[config.mk]
export PLATFORM = sky130hd
export DESIGN_NAME = axis_pipe_slice_chain
export DESIGN_NICKNAME = d
export VERILOG_FILES = /design/src/rtl/axis_pipe_pkg.sv /design/src/rtl/axis_reg_slice.sv /design/src/rtl/axis_pipe_slice_chain.sv
export SDC_FILE = /design/constraint.sdc
export NUM_CORES = 1
export LEC_CHECK = 0
export ABC_CLOCK_PERIOD_IN_PS = 3100
export CELL_PAD_IN_SITES_DETAIL_PLACEMENT = 0
export CELL_PAD_IN_SITES_GLOBAL_PLACEMENT = 1
export CORE_UTILIZATION = 39
export CTS_BUF_LIST = sky130_fd_sc_hd__clkbuf_8
export CTS_CLUSTER_DIAMETER = 200
export DETAILED_ROUTE_END_ITERATION = 16
export PLACE_DENSITY_LB_ADDON = 0.15
export SLEW_MARGIN = 20
export SYNTH_ARGS = -nofsm -noshare
export SYNTH_HDL_FRONTEND = slang
export SYNTH_SLANG_ARGS = --single-unit
export TNS_END_PERCENT = 5
[constraint.sdc]
create_clock -name clk_i -period 3.1 [get_ports clk_i]
set_input_delay 0.465 -clock clk_i [delete_from_list [all_inputs] [get_ports clk_i]]
set_output_delay 0.465 -clock clk_i [all_outputs]
set_load 0.1 [all_outputs]
[src/rtl/axis_pipe_pkg.sv]
// Shared types for the AXI4-Stream register-slice chain: slice occupancy states,
// the stage-count ceiling and a default-width beat record.
package axis_pipe_pkg;

    typedef enum logic [1:0] {
        EMPTY = 2'd0,
        HALF  = 2'd1,
        FULL  = 2'd2
    } slice_state_e;

    localparam int MAX_PIPELINE_STAGES = 8;

    localparam int BEAT_DATA_BITS = 32;

    typedef struct packed {
        logic [BEAT_DATA_BITS-1:0] data;
        logic                      last;
    } beat_t;

endpackage

[src/rtl/axis_reg_slice.sv]
// One full-throughput AXI4-Stream register slice: a main register plus a skid
// register. Input ready is a flop, so there is no combinational path from out_ready_i.
//
// state | meaning
// EMPTY | no beat held, out_valid_o low
// HALF  | main holds a beat, skid free, in_ready_o high
// FULL  | main and skid both hold beats, in_ready_o low
module axis_reg_slice
    import axis_pipe_pkg::*;
#(
    parameter int WIDTH = 32
) (
    input  logic             clk_i,
    input  logic             rstn_i,
    input  logic [WIDTH-1:0] in_data_i,
    input  logic             in_valid_i,
    input  logic             in_last_i,
    output logic             in_ready_o,
    output logic [WIDTH-1:0] out_data_o,
    output logic             out_valid_o,
    output logic             out_last_o,
    input  logic             out_ready_i
);

    typedef struct packed {
        logic [WIDTH-1:0] data;
        logic             last;
    } slice_beat_t;

    slice_state_e state_q, state_d;
    logic         ready_q, ready_d;
    slice_beat_t  main_q, main_d;
    slice_beat_t  skid_q, skid_d;
    slice_beat_t  in_beat;
    logic         in_fire;
    logic         out_fire;

    assign in_beat  = '{data: in_data_i, last: in_last_i};
    assign in_fire  = in_valid_i & ready_q;
    assign out_fire = (state_q != EMPTY) & out_ready_i;

    always_comb begin
        state_d = state_q;
        main_d  = main_q;
        skid_d  = skid_q;
        case (state_q)
            EMPTY: begin
                if (in_fire) begin
                    state_d = HALF;
                    main_d  = in_beat;
                end
            end
            HALF: begin
                if (in_fire && out_fire) begin
                    main_d = in_beat;
                end else if (in_fire) begin
                    state_d = FULL;
                    skid_d  = in_beat;
                end else if (out_fire) begin
                    state_d = EMPTY;
                end
            end
            FULL: begin
                if (out_fire) begin
                    state_d = HALF;
                    main_d  = skid_q;
                end
            end
            default: state_d = EMPTY;
        endcase
        ready_d = (state_d != FULL);
    end

    always_ff @(posedge clk_i or negedge rstn_i) begin
        if (!rstn_i) begin
            state_q <= EMPTY;
            ready_q <= 1'b1;
        end else begin
            state_q <= state_d;
            ready_q <= ready_d;
        end
    end

    // Payload registers carry no reset; they are qualified by state_q.
    always_ff @(posedge clk_i) begin
        main_q <= main_d;
        skid_q <= skid_d;
    end

    assign in_ready_o  = ready_q;
    assign out_valid_o = (state_q != EMPTY);
    assign out_data_o  = main_q.data;
    assign out_last_o  = main_q.last;

endmodule

[src/rtl/axis_pipe_slice_chain.sv]
// AXI4-Stream pipeline of PIPELINE_STAGES skid slices with input width adaptation.
// Defining AXIS_PIPE_STATS_EN adds beat_cnt_o / frame_cnt_o output-side statistics.
`ifndef AXIS_IMAGE_VIP_SOURCE_BYTES
`define AXIS_IMAGE_VIP_SOURCE_BYTES 4
`endif
`ifndef AXIS_IMAGE_VIP_SINK_BYTES
`define AXIS_IMAGE_VIP_SINK_BYTES 4
`endif

module axis_pipe_slice_chain
    import axis_pipe_pkg::*;
#(
    parameter int INPUT_BYTES     = `AXIS_IMAGE_VIP_SOURCE_BYTES,
    parameter int OUTPUT_BYTES    = `AXIS_IMAGE_VIP_SINK_BYTES,
    parameter int INPUT_BITS      = INPUT_BYTES * 8,
    parameter int OUTPUT_BITS     = OUTPUT_BYTES * 8,
    parameter int PIPELINE_STAGES = 2,
    parameter int CNT_BITS        = 32
) (
    input  logic                   clk_i,
    input  logic                   rstn_i,
    input  logic [INPUT_BITS-1:0]  axis_s_data_i,
    input  logic                   axis_s_valid_i,
    output logic                   axis_s_ready_o,
    input  logic                   axis_s_last_i,
    output logic [OUTPUT_BITS-1:0] axis_m_data_o,
    output logic                   axis_m_valid_o,
    input  logic                   axis_m_ready_i,
    output logic                   axis_m_last_o
`ifdef AXIS_PIPE_STATS_EN
    ,
    output logic [CNT_BITS-1:0]    beat_cnt_o,
    output logic [CNT_BITS-1:0]    frame_cnt_o
`endif
);

    if (PIPELINE_STAGES < 1 || PIPELINE_STAGES > MAX_PIPELINE_STAGES) begin : g_bad_stages
        $fatal(1, "PIPELINE_STAGES=%0d outside 1..%0d", PIPELINE_STAGES, MAX_PIPELINE_STAGES);
    end
    if (CNT_BITS < 1) begin : g_bad_cnt_bits
        $fatal(1, "CNT_BITS=%0d must be at least 1", CNT_BITS);
    end

    logic [OUTPUT_BITS-1:0] adapt_data;

    // Adaptation happens once at the chain input so every stage is OUTPUT_BITS wide.
    if (OUTPUT_BITS < INPUT_BITS) begin : g_trunc
        logic unused_hi_bits;
        assign adapt_data     = axis_s_data_i[OUTPUT_BITS-1:0];
        assign unused_hi_bits = ^axis_s_data_i[INPUT_BITS-1:OUTPUT_BITS];
    end else if (OUTPUT_BITS > INPUT_BITS) begin : g_zext
        assign adapt_data = {{(OUTPUT_BITS-INPUT_BITS){1'b0}}, axis_s_data_i};
    end else begin : g_pass
        assign adapt_data = axis_s_data_i;
    end

    logic [OUTPUT_BITS-1:0] st_data  [PIPELINE_STAGES+1];
    logic                   st_valid [PIPELINE_STAGES+1];
    logic                   st_last  [PIPELINE_STAGES+1];
    logic                   st_ready [PIPELINE_STAGES+1];

    assign st_data[0]               = adapt_data;
    assign st_valid[0]              = axis_s_valid_i;
    assign st_last[0]               = axis_s_last_i;
    assign axis_s_ready_o           = st_ready[0];
    assign st_ready[PIPELINE_STAGES] = axis_m_ready_i;

    for (genvar k = 0; k < PIPELINE_STAGES; k++) begin : g_stage
        axis_reg_slice #(
            .WIDTH (OUTPUT_BITS)
        ) u_slice (
            .clk_i       (clk_i),
            .rstn_i      (rstn_i),
            .in_data_i   (st_data[k]),
            .in_valid_i  (st_valid[k]),
            .in_last_i   (st_last[k]),
            .in_ready_o  (st_ready[k]),
            .out_data_o  (st_data[k+1]),
            .out_valid_o (st_valid[k+1]),
            .out_last_o  (st_last[k+1]),
            .out_ready_i (st_ready[k+1])
        );
    end

    assign axis_m_data_o  = st_data[PIPELINE_STAGES];
    assign axis_m_valid_o = st_valid[PIPELINE_STAGES];
    assign axis_m_last_o  = st_last[PIPELINE_STAGES];

`ifdef AXIS_PIPE_STATS_EN
    logic [CNT_BITS-1:0] beat_cnt_q, beat_cnt_d;
    logic [CNT_BITS-1:0] frame_cnt_q, frame_cnt_d;
    logic                m_fire;

    assign m_fire = axis_m_valid_o & axis_m_ready_i;

    always_comb begin
        beat_cnt_d  = beat_cnt_q;
        frame_cnt_d = frame_cnt_q;
        if (m_fire) begin
            beat_cnt_d = beat_cnt_q + CNT_BITS'(1);
            if (axis_m_last_o) begin
                frame_cnt_d = frame_cnt_q + CNT_BITS'(1);
            end
        end
    end

    always_ff @(posedge clk_i or negedge rstn_i) begin
        if (!rstn_i) begin
            beat_cnt_q  <= '0;
            frame_cnt_q <= '0;
        end else begin
            beat_cnt_q  <= beat_cnt_d;
            frame_cnt_q <= frame_cnt_d;
        end
    end

    assign beat_cnt_o  = beat_cnt_q;
    assign frame_cnt_o = frame_cnt_q;
`endif

endmodule

==> metrics <==
worst slack, placed 0.711 ns; IO Count 72; Synthesis Warnings 0; Clock Path Buffers 2; placed cell area 6040 µm²; DR WL/cell 16.0 µm; DR vias 2361; final hold violations 0; Seq/Total Area, Yosys 0.788; Startpoint Class flip-flop; Setup CP Type flip-flop to output port; commonest non-fill, non-tap cell in the layout edfxtp_1; global-route wire length before repair 12.6 mm; XOR/XNOR Fraction of Synth Area 0; final net count between 300 and 400; Final HPWL DP approximately 5 mm; Final ANT Viol Nets 0; gpl congestion 0.695; Chip Width approximately 120 µm; CP endpoint kind output port; syn_nets 274; Tcrit/Tclk final 0.831; GRT Util Overall 0.125; Row Count 41; post-synth top area share 0.759; ANT cells 0; DRC 0; grt met3 use 0.0383; mux cell area share after synthesis 0.164; Root Driver clkbuf_8; CP max FO 4; measured slew at the worst slew-check pin 0.961 ns; setup tns final 0 ns; core box area 12800 µm²; RSZ-0062 raised after global routing no; commonest cells after routing, fill and taps aside edfxtp_1, buf_4, mux2_2; post-synthesis compound-gate area fraction 0.0144; Critical Path RT 2.63 ns; final instance area roughly 6500 µm²; largest family of logic cells by synthesized area multiplexers; met2 GRT Util 0.194; max-cap violations 0; overflow left after global routing 0; post-layout util 0.503; status finished clean; met1 Use GR 0.160; CTS Hold Buffers Added 0; PortBufs about 70; antenna violations before repair 0; Tmin final between 2 and 3 ns; clk_lat worst skew 0.43 ns; layout cell share with drive strength beyond 1 0.432; Initial Util 0.407; f_max 388 MHz; Die Ht 118 µm; Routed WL a little over 8 mm; Top Usage Layer GRT met2; Mapped Cells 237; Synth area leader edfxtp_1; count of cell types in the netlist 24; Simple-Gate Fraction of Synth Area 0.0156; HP Class primary input to async pin; Pre-antenna DRT Iters 4; area grow syn2layout 23.5%; syn_area_per_cell 22.0 µm²; fin. max-slew vios 0; Sink Count around 140; PostCTS Resize Cnt 0; H-Tree Depth 4; setup bufs post-CTS 0; worst clock skew 0.0125 ns; final setup fails 0; CTS tree yes; Num CTS Buffers 17; Die Area around 14000 µm²; vias in the first global route 2334; 1st-iter DRT viols approximately 150; drt via density 4.63; Adder-Cell Fraction of Synth Area 0; #FFs+latches synth 138; Critical Path AT 2.11 ns; largest net degree at the start of global routing 37; Worst-path clk slew approximately 0.08 ns; Synth area leaders edfxtp_1, mux2_2, mux2_4; setup ws final 0.524 ns; Synth Cell Area between 5000 and 6000 µm²; Slew HR 0.357
==> logic make-up after synthesis <==
family / after synthesis
and+or+nand+nor: 12
muxes: 67
buffers and inverters: 9
AOI/OAI and AO/OA: 11
DFF: 138
==> path summary, 6_finish.rpt <==
kind / cells past startpoint / start / end / slack, ns
setup / recovery: 2 / g_stage[1].u_slice.state_q[1]$_DFF_PN0_ / axis_m_valid_o / 0.52
min in group clk_i: 0 / g_stage[0].u_slice.out_last_o$_DFFE_PP_ / g_stage[1].u_slice.skid_q[0]$_DFFE_PP_ / 0.45
hold / removal: 1 / rstn_i / g_stage[0].u_slice.state_q[0]$_DFF_PN0_ / 0.28
max in group asynchronous: 1 / rstn_i / g_stage[1].u_slice.in_ready_o$_DFF_PN1_ / 2.54
hold reg to reg: 0 / g_stage[0].u_slice.out_last_o$_DFFE_PP_ / g_stage[1].u_slice.skid_q[0]$_DFFE_PP_ / 0.45
setup reg to reg: 4 / g_stage[1].u_slice.in_ready_o$_DFF_PN1_ / g_stage[1].u_slice.out_data_o[20]$_DFFE_PP_ / 1.10
==> cells in the mapped netlist, drive strengths merged <==
master / instances
a21o: 4
buf: 8
mux2i: 1
dfrtp: 4
a211oi: 1
dfstp: 2
and2b: 1
a21oi: 3
nand2: 3
inv: 1
nor2b: 2
and3b: 1
nand3b: 1
a221o: 1
o21bai: 1
or2: 1
and2: 1
o21ai: 1
nor3b: 1
edfxtp: 132
nand2b: 1
mux2: 66
==> final cells by class <==
cell class              count  area (µm²)
well taps                 172         215
clock inverters            15         176
flip-flops and latches    138        4120
clock buffers              17         234
repair buffers             77         683
fillers                  1067        6370
multi-input cells          90        1020
inverters                   1        3.75
==> stage by stage <==
step / hold WS [ns] / instances
floorplan: 0.169 / 237
global placement: 0.430 / 478
detailed placement: 0.432 / 478
CTS: 0.258 / 510
global route: 0.272 / 510
finish: 0.281 / 510
==> critical path, stage by stage (launching register included) <==
cell and delay, ns:
dfrtp_1 0.42, or2_2 0.30, clkdlybuf4s50_1 0.97
==> metal layers <==
metal,wire [µm],vias to the layer above
met1,3780,1173
met4,128,0
met2,3940,63
met3,325,11
li1,-,1114
met5,0,-
==> registers in the layout (all words and copies together), names as in the netlist <==
register / cells
g_stage.u_slice.skid_q: 66
g_stage.u_slice.out_data_o: 64
g_stage.u_slice.in_ready_o: 2
g_stage.u_slice.state_q: 4
g_stage.u_slice.out_last_o: 2
Power is not shown: default switching activity piles up to over one toggle a cycle in this logic, so the estimate is an artifact.
